<file path="src/rtl/icache.sv">
// icache: direct-mapped read-only instruction cache with one-word blocks.
// Hits are served combinationally; misses hold iREN until memory_control drops iwait.
module icache #(
    parameter int SETS   = 16,
    parameter int WORD_W = 32
) (
    input  logic              CLK,
    input  logic              nRST,
    input  logic              imemREN,
    input  logic [WORD_W-1:0] imemaddr,
    input  logic              iflush,
    output logic              ihit,
    output logic [WORD_W-1:0] imemload,
    output logic              iREN,
    output logic [WORD_W-1:0] iaddr,
    input  logic              iwait,
    input  logic [WORD_W-1:0] iload
);
    localparam int IDX_W = $clog2(SETS);
    localparam int TAG_W = WORD_W - IDX_W - 2;

    typedef enum logic {IDLE, FILL} state_t;

    state_t            state_q, state_d;
    logic [WORD_W-1:0] miss_addr_q, miss_addr_d;
    logic [SETS-1:0]   valid_q;
    logic [TAG_W-1:0]  tag_q [SETS];
    logic [WORD_W-1:0] data_q [SETS];
    logic [IDX_W-1:0]  idx, fill_idx;
    logic [TAG_W-1:0]  tag, fill_tag;
    logic              fill_done;
    logic              unused_ofs;

    assign idx        = imemaddr[IDX_W+1:2];
    assign tag        = imemaddr[WORD_W-1:IDX_W+2];
    assign fill_idx   = miss_addr_q[IDX_W+1:2];
    assign fill_tag   = miss_addr_q[WORD_W-1:IDX_W+2];
    assign unused_ofs = ^imemaddr[1:0];

    always_comb begin
        state_d     = state_q;
        miss_addr_d = miss_addr_q;
        ihit        = 1'b0;
        imemload    = '0;
        iREN        = 1'b0;
        iaddr       = '0;
        fill_done   = 1'b0;
        if (state_q == IDLE) begin
            ihit     = imemREN & valid_q[idx] & (tag_q[idx] == tag) & ~iflush;
            imemload = ihit ? data_q[idx] : '0;
            if (imemREN & ~ihit) begin
                miss_addr_d = {imemaddr[WORD_W-1:2], 2'b00};
                state_d     = FILL;
            end
        end else begin
            iREN      = 1'b1;
            iaddr     = miss_addr_q;
            fill_done = ~iwait;
            state_d   = iwait ? FILL : IDLE;
        end
    end

    // Flush is applied before the fill write so a coinciding fill keeps its entry valid.
    always_ff @(posedge CLK) begin
        if (!nRST) begin
            state_q     <= IDLE;
            miss_addr_q <= '0;
            valid_q     <= '0;
        end else begin
            state_q     <= state_d;
            miss_addr_q <= miss_addr_d;
            if (iflush)
                valid_q <= '0;
            if (fill_done)
                valid_q[fill_idx] <= 1'b1;
        end
    end

    always_ff @(posedge CLK) begin
        if (nRST && fill_done) begin
            tag_q[fill_idx]  <= fill_tag;
            data_q[fill_idx] <= iload;
        end
    end
endmodule

</file>
<file path="config.mk">
export PLATFORM = sky130hd
export DESIGN_NAME = icache
export DESIGN_NICKNAME = d
export VERILOG_FILES = /design/src/rtl/icache.sv
export SDC_FILE = /design/constraint.sdc
export NUM_CORES = 1
export LEC_CHECK = 0
export CAP_MARGIN = 10
export CORE_UTILIZATION = 50
export DETAILED_ROUTE_END_ITERATION = 7
export GPL_TIMING_DRIVEN = 1
export HOLD_SLACK_MARGIN = 0.1
export MAX_ROUTING_LAYER = met4
export PLACE_DENSITY = 0.67
export SLEW_MARGIN = 20
export SYNTH_ARGS = -nofsm -noshare
export SYNTH_HDL_FRONTEND = slang
export SYNTH_SLANG_ARGS = --single-unit
export TNS_END_PERCENT = 5
</file>
<file path="constraint.sdc">
create_clock -name CLK -period 6.75 [get_ports CLK]
set_clock_uncertainty 0.15 [all_clocks]
set_input_delay 0.675 -clock CLK [delete_from_list [all_inputs] [get_ports CLK]]
set_output_delay 0.675 -clock CLK [all_outputs]
set_load 0.005 [all_outputs]
</file>
==> results of run 1 <==
layout make-up:
type                            count  area [um^2]
Fill cell                        5650        32700
Sequential cell                   975        28800
Multi-Input combinational cell    738         9590
Clock buffer                      122         2540
Timing Repair Buffer              187         1890
Tap cell                         1040         1300
Clock inverter                     56          513
Inverter                            4         15.0
metrics by stage:
step,instance area (um^2),hold WS (ns),worst slack (ns),utilization (%)
floorplan,39000,0.271,0.852,-
global route,44700,0.317,0.693,57.7
global placement,41600,0.278,0.836,53.7
finish,44700,0.303,0.896,57.7
CTS,44600,0.302,0.866,57.7
detailed placement,41600,0.289,0.871,53.8
registers in the layout, indices dropped and copies added (netlist names):
name and cells:
data_q 512, state_q 1, tag_q 416, miss_addr_q 30, valid_q 16
path summary, 6_finish.rpt:
check                     from  slack [ns]              end
setup / recovery   imemaddr[4]        0.90     imemload[29]
hold reg to reg     valid_q[2]        0.30       valid_q[2]
setup reg to reg  tag_q[3][25]        3.47  miss_addr_q[18]
hold / removal      valid_q[2]        0.30       valid_q[2]
where the power goes:
part	switching, W	internal [W]
sequential	0.0000964	0.00671
clock	0.00223	0.00291
combinational	0.000342	0.000297
total	0.00267	0.00991
worst max-delay path, cell delays in order:
cell and delay, ns:
buf_8 0.51, buf_4 0.43, mux4_2 0.36, nand2_1 0.09, a21oi_1 0.07, o41ai_1 0.50
nand4_1 0.13, or4_1 0.58, or3_4 0.64, buf_12 0.28, nor2b_4 0.11, clkdlybuf4s50_1 0.50
routing by layer:
metal  vias to the layer above  part of all wire (%)  wire, um  track usage, %
met3                       123                   5.4      4640            2.54
met5                         -                     0         0               -
met2                       686                    51     44000            37.0
met4                         0                   1.8      1590            6.03
met1                     10202                    42     35900            31.4
li1                       8056                     -         -               -
logic make-up after synthesis:
| group | after synthesis | synth area share [%] |
|---|---|---|
| xor gates and xnor gates | 31 | 0.735 |
| AOI/OAI and AO/OA | 89 | 1.74 |
| and+or+nand+nor | 304 | 5.06 |
| buffers and inverters | 132 | 1.90 |
| DFF | 975 | 73.9 |
| muxes | 312 | 16.7 |
| other | 1 | 0.00962 |
cell usage after synthesis, types with 3 or more instances:
library cell and count:
o211ai_1 5, nor3_1 6, a21o_1 18, and2_1 31
mux4_1 7, nor2_1 23, xnor2_1 27, o2111ai_1 30
o21ai_0 5, nand3_1 7, nor2b_1 7, nor2b_4 29
nand2b_1 10, nand3b_1 4, inv_1 4, o22ai_1 10
buf_2 15, nand2_1 73, nand4b_1 29, mux2i_1 40
buf_6 8, mux2_2 3, buf_12 5, nor4_1 32
clkbuf_1 64, mux4_2 261, edfxtp_1 928, nand4_1 35
dfxtp_1 47, and3_1 3, a21oi_1 5, buf_4 14
buf_1 18
==> impl_metrics.toml, run 1 <==
[run_status]
status = "finished, final reports clean"

[global_routing]
grt_max_degree = 91
grt_overflow = 0
antenna_found_initial = 1
grt_use_total_pct = 22.9
grt_pass1_wl_um = 127000
grt_pass1_vias = 19376

[drt]
dr.pass1.iters = 5
wl_per_cell_um = 27.6
routed-via-count = 19067
wirelength_um = 86100
via_per_inst = 6.11
antenna_left = 0
drtIter0Drc = 1885
drc = 0

[synth]
synthCells = 1844
yosysTopAreaCell = "edfxtp_1"
synthArstFlopShare_pct = 0
synthTopCellsByArea = "edfxtp_1 (71%), mux4_2 (15%), dfxtp_1 (2.4%), mux2i_1 (1.0%), nor2b_4 (1.0%)"
syn-cell-area_um2 = 39000
syn_area_per_cell_um2 = 21.1
yosys_register_bits = 975
ys.flop_type = "edfxtp_1"
ys_seq_area_share_pct = 73.9
synth_edf_count = 928
netlist.area_leader.share_pct = 71.5
yosysUniqueCellTypes = 62
ys_warn_count = 0

[pwr]
total_power_w = 0.0126
power_density_nw_per_um2 = 282
p_leak_nw = 14.2
irDropWorstVdd_uv = 169

[floorplanning]
core_area_um2 = 77300
row_count = 102
start_util_pct = 50.4
die_area_um2 = 79100
die_x_um = 281
die_h_um = 281
io_pins = 135

[timing]
setup_viol = 0
rsz0062_at_grt = "no"
fin_setup_tns_ns = 0
hold_viol = 0
maxSlewViolCount = 0
finalCritPeriodShare_pct = 86.7
finalCriticalPeriod_ns = 5.85
relSlewSlack_pct = 20.3
fmax_ghz = 0.171
worst_pin_slew_ns = 1.19

[finish]
drive_gt1_share_pct = 25.3
diodes = 0
fin_nets = 2070
finalNonFillerCells = 3122
final_cell_mix = "edfxtp_1 (928), mux4_2 (261), clkdlybuf4s50_1 (125)"
area.growth.synth_to_final_pct = 14.5
mostFrequentLayoutCell = "edfxtp_1"

[job]
maxCapViolCount = 0

[worst_setup_path]
critPathCaptureType = "output pin"
crit_type = "input port to output pin"
required_ns = 5.92
rr_worst_depth = 9
cp_data_arrival_time_ns = 5.03
crit_fanout = 75
startpoint_type = "input port"

[place]
gp_congestion = 0.794
dp_cells = 2943
dp_hpwl_um = 46000
portBuffers = 130

[clocking]
clockRootBuffer = "clkbuf_16"
clk_path_buf_depth = 3
postCtsHoldBufs = 0
clock-sinks = 975
cts.clk_slew.worst_paths_ns = 0.06
cts_tree = "built"
postCtsSetupBuffers = 0
post_cts_resized = 0
cts_max_level = 3
cts_buffers = 95
clock_latency_ns = 0.67

[min_path]
hold_path.class = "register to register"
min_delay_path_depth = 1
Note: power is estimated with default switching activity, not from simulation.
==> run 2, diff against run 1 <==
--- a/config.mk
+++ b/config.mk
@@ -6,12 +6,12 @@
 export NUM_CORES = 1
 export LEC_CHECK = 0
 export CAP_MARGIN = 10
-export CORE_UTILIZATION = 50
+export CORE_UTILIZATION = 60
 export DETAILED_ROUTE_END_ITERATION = 7
 export GPL_TIMING_DRIVEN = 1
 export HOLD_SLACK_MARGIN = 0.1
 export MAX_ROUTING_LAYER = met4
-export PLACE_DENSITY = 0.67
+export PLACE_DENSITY = 0.78
 export SLEW_MARGIN = 20
 export SYNTH_ARGS = -nofsm -noshare
 export SYNTH_HDL_FRONTEND = slang
==> run 2 against run 1 <==
  * Die area decreased by 17%
  * Cell area shrank 1.1%
  * Critical path depth stayed put
  * Setup slack better by 0.046 ns
  * Via count increased by 3.9%
  * Combinational power about the same
  * Global-route usage rose by 5.8 points
  * Fmax up 0.79%
  * Clock-buffer cell count fell by 10
  * Total power is 1.5% lower
==> impl_metrics.toml, run 2 (same netlist as run 1, synthesis figures left out) <==
[run_status]
status = "finished, final reports clean"

[timing]
hold_viol = 0
relSlewSlack_pct = 22.2
finalCriticalPeriod_ns = 5.81
maxSlewViolCount = 0
rsz0062_at_grt = "no"
fmax_ghz = 0.172
finalCritPeriodShare_pct = 86.0
fin_setup_tns_ns = 0
setup_viol = 0
worst_pin_slew_ns = 1.16
fin_hold_ws_ns = 0.303

[job]
maxCapViolCount = 0

[floorplanning]
core_area_um2 = 64300
io_pins = 135
die_area_um2 = 66000
die_h_um = 257
row_count = 93
start_util_pct = 60.6
die_x_um = 257

[finish]
final_util_pct = 68.6
final_cell_mix = "edfxtp_1 (928), mux4_2 (261), clkdlybuf4s50_1 (125)"
fin_nets = 2066
largest_reg_flops = 512
fillers = 3754
ff_latch_area_um2 = 28800
reg.largest.list = "data_q x512, tag_q x416, miss_addr_q x30"
mostFrequentLayoutCell = "edfxtp_1"
drive_gt1_share_pct = 24.6
top_register = "data_q"
multiInputGateArea_um2 = 9600
area.growth.synth_to_final_pct = 13.3

[drt]
wirelength_um = 90000
drtIter0Drc = 2304
dr.pass1.iters = 5
drc = 0
wl_per_cell_um = 30.8
via_per_inst = 6.77
antenna_left = 0
routed-via-count = 19808

[clocking]
clockRootBuffer = "clkbuf_16"
clk_path_buf_depth = 3
clock-sinks = 975
cts.clk_slew.worst_paths_ns = 0.06
postCtsHoldBufs = 0
post_cts_resized = 0
cts_max_level = 3
clock_latency_ns = 0.66
postCtsSetupBuffers = 0
cts_buffers = 90
cts_tree = "built"

[place]
portBuffers = 130
dp_hpwl_um = 45800
gp_congestion = 0.834

[worst_setup_path]
critPathCaptureType = "output pin"
critPathSlowestCell = "or3_4"
startpoint_type = "input port"
required_ns = 5.92
crit_fanout = 65
crit_type = "input port to output pin"
slowest_delay_ns = 0.71
path_cells = "buf_8 > buf_4 > mux4_2 > a21oi_1 > o21ai_0 > o211ai_1 > o211ai_1 > or4_1 > or3_4 > buf_4 > nor2b_4 > clkdlybuf4s50_1"
cp_data_arrival_time_ns = 4.98

[pwr]
irDropWorstVdd_uv = 206
p_leak_nw = 14.0
power_density_nw_per_um2 = 281
total_power_w = 0.0124

[global_routing]
grt_pass1_wl_um = 133000
grt_pass1_vias = 20381
grt_use_total_pct = 28.7
grt_overflow = 0
grt_max_degree = 113
antenna_found_initial = 2

[min_path]
hold_path.class = "register to register"
## run 2: power breakdown
group	switching [W]	total [W]	internal, W	leakage [nW]
registers	0.0000993	0.00681	0.00671	8.83
clock network	0.00217	0.00495	0.00278	1.39
logic	0.000347	0.000642	0.000296	3.81
total	0.00262	0.0124	0.00978	14.0
## run 2: worst paths after layout
check	cells past startpoint	to	slack, ns	start
worst max register to register	4	data_q[4][6]	3.17	state_q
worst max-delay path	12	imemload[23]	0.94	imemaddr[2]
worst min register to register	1	valid_q[2]	0.30	valid_q[2]
worst min-delay path	1	valid_q[2]	0.30	valid_q[2]
## run 2: layout make-up
class,count,share of cell area [%]
clock buffer,112,5.40
sequential,975,65.2
clock inverter,51,1.03
tap,855,2.42
antenna,2,0.0113
multi-input combinational,738,21.7
timing repair buffer,188,4.15
inverter,4,0.0340
## run 2: stage by stage
step	instance area, um^2	std cells	setup slack (ns)
floorplan	39000	1845	0.852
global placement	41300	2757	0.941
detailed placement	41300	2759	0.957
CTS	44100	2922	0.930
global route	44200	2924	0.739
finish	44200	2925	0.942
## run 2: layer usage
| metal | vias to the layer above | share of wire (%) | wire (um) | track usage, % |
|---|---|---|---|---|
| met5 | - | 0 | 0 | - |
| met1 | 10320 | 36 | 32800 | 36.9 |
| met2 | 1210 | 51 | 45800 | 46.5 |
| li1 | 8027 | - | - | - |
| met4 | 0 | 4.1 | 3690 | 12.3 |
| met3 | 251 | 8.5 | 7610 | 4.20 |
## run 2: worst max-delay path: cells and delay by family
family	cells	cell delay, ns
simple gates	3	1.35
compound gates	4	0.63
mux	1	0.53
buf+inv	4	1.65
==> run 3, diff against run 2 <==
--- a/config.mk
+++ b/config.mk
@@ -10,7 +10,6 @@
 export DETAILED_ROUTE_END_ITERATION = 7
 export GPL_TIMING_DRIVEN = 1
 export HOLD_SLACK_MARGIN = 0.1
-export MAX_ROUTING_LAYER = met4
 export PLACE_DENSITY = 0.78
 export SLEW_MARGIN = 20
 export SYNTH_ARGS = -nofsm -noshare
==> run 3 against run 2 <==
  * Core utilization about the same
  * Highest routed layer is now met5
  * Critical endpoint unchanged
  * Final cell count about the same
  * Combinational power about the same
  * Fmax up 0.12%
  * Via count down 0.40%
  * Non-clock buffer count unchanged
  * Critical path depth unchanged
  * Clock-buffer cell count unchanged
  * First-iteration DRC count down 7.5%
  * Largest cell class unchanged
  * Die area unchanged
==> impl_metrics.toml, run 3 (same netlist as run 1, synthesis figures left out) <==
[run_status]
status = "finished, final reports clean"

[clocking]
clock-sinks = 975
clock_latency_ns = 0.65
cts_max_level = 3
cts.clk_slew.worst_paths_ns = 0.06
postCtsHoldBufs = 0
clockRootBuffer = "clkbuf_16"
postCtsSetupBuffers = 0
post_cts_resized = 0
cts_tree = "built"
clk_path_buf_depth = 3
cts_buffers = 90

[timing]
fmax_ghz = 0.172
fin_hold_ws_ns = 0.300
fin_setup_tns_ns = 0
finalCritPeriodShare_pct = 85.9
fin_ws_ns = 0.949
relSlewSlack_pct = 21.1
finalCriticalPeriod_ns = 5.80
rsz0062_at_grt = "no"
hold_viol = 0
maxSlewViolCount = 0
worst_pin_slew_ns = 1.18
setup_viol = 0

[worst_setup_path]
cp_top_family = "buffers and inverters"
crit_fanout = 65
startpoint_type = "input port"
cp_num_buf_inv = 4
critPathSlowestCell = "or3_4"
slowest_delay_ns = 0.71
required_ns = 5.92
cp_data_arrival_time_ns = 4.98
path_cells = "buf_8 > buf_4 > mux4_2 > a21oi_1 > o21ai_0 > o211ai_1 > o211ai_1 > or4_1 > or3_4 > buf_4 > nor2b_4 > clkdlybuf4s50_1"
crit_type = "input port to output pin"
critPathCaptureType = "output pin"

[finish]
drive_gt1_share_pct = 24.6
largest_reg_flops = 512
reg.largest.list = "data_q x512, tag_q x416, miss_addr_q x30"
area.growth.synth_to_final_pct = 13.2
mostFrequentLayoutCell = "edfxtp_1"
fin_nets = 2066
final_cell_mix = "edfxtp_1 (928), mux4_2 (261), clkdlybuf4s50_1 (125)"
top_register = "data_q"
finalNonFillerCells = 2924

[place]
dp_cells = 2759
dp_hpwl_um = 45800
portBuffers = 130
post-place-ws_ns = 0.957
gp_congestion = 0.822

[floorplanning]
row_count = 93
core_area_um2 = 64300
die_area_um2 = 66000
io_pins = 135
start_util_pct = 60.6
die_h_um = 257
die_x_um = 257

[global_routing]
grt_pass1_vias = 20418
grt_use_total_pct = 27.8
grt_max_degree = 113
grt_overflow = 0
antenna_found_initial = 2
grt_pass1_wl_um = 133000

[drt]
via_per_inst = 6.75
wirelength_um = 89800
antenna_left = 0
routed-via-count = 19728
drtIter0Drc = 2131
dr.pass1.iters = 6
wl_per_cell_um = 30.7
drc = 0

[job]
maxCapViolCount = 0

[pwr]
total_power_w = 0.0124
p_leak_nw = 14.0
power_density_nw_per_um2 = 281
p_seq_share_pct = 54.9
comb_power_share_pct = 5.2
p_int_w = 0.00978
irDropWorstVdd_uv = 206
switchingPower_w = 0.00262
power.share.clock_pct = 40.0
swShare_pct = 21.1

[min_path]
hold_path.class = "register to register"
==> run 3: cell types whose count changed in the layout (fill, tap and decap cells not counted), sizes merged <==
cell   previous run  this run
diode             2         1
==> run 3: layer usage <==
layer / vias up / routed length, um / GRT usage, %
li1: 8038 / - / -
met1: 10304 / 32500 / 36.7
met2: 1142 / 45800 / 46.7
met3: 242 / 7920 / 4.29
met4: 2 / 3540 / 12.1
met5: - / 13 / 0
==> run 3: final timing paths <==
kind,start,endpoint,slack (ns),depth (start not counted)
worst max-delay path,imemaddr[2],imemload[23],0.95,12
worst min-delay path,valid_q[3],valid_q[3],0.30,1
worst max register to register,state_q,data_q[4][6],3.18,4
worst min register to register,valid_q[3],valid_q[3],0.30,1
==> run 3: cell type report <==
type                       count  area, um^2
antenna                        1        2.50
clock buffer                 112        2390
clock inverter                51         455
fill                        3755       20200
inverter                       4        15.0
multi-input combinational    738        9600
sequential                   975       28800
tap                          855        1070
timing repair buffer         188        1830
==> run 3: power groups by stage <==
| stage | clock, W | sequential (W) | combinational [W] |
|---|---|---|---|
| floorplan | 0 | 0.00689 | 0.000425 |
| CTS | 0.00501 | 0.00680 | 0.000644 |
| finish | 0.00496 | 0.00681 | 0.000642 |
| detailed placement | 0 | 0.00693 | 0.000635 |
| global placement | 0 | 0.00692 | 0.000619 |
| global route | 0.00522 | 0.00681 | 0.000680 |
==> run 3: stage by stage <==
step	utilization (%)	instance area [um^2]
CTS	68.6	44100
floorplan	-	39000
global placement	64.1	41300
detailed placement	64.2	41300
global route	68.6	44200
finish	68.6	44200
==> run 3: worst reg2reg max path: stages (launching register included) <==
cell      delay, ns
dfxtp_1        0.80
and3b_1        0.29
nand3b_1       0.30
nor3_2         0.98
buf_4          0.64
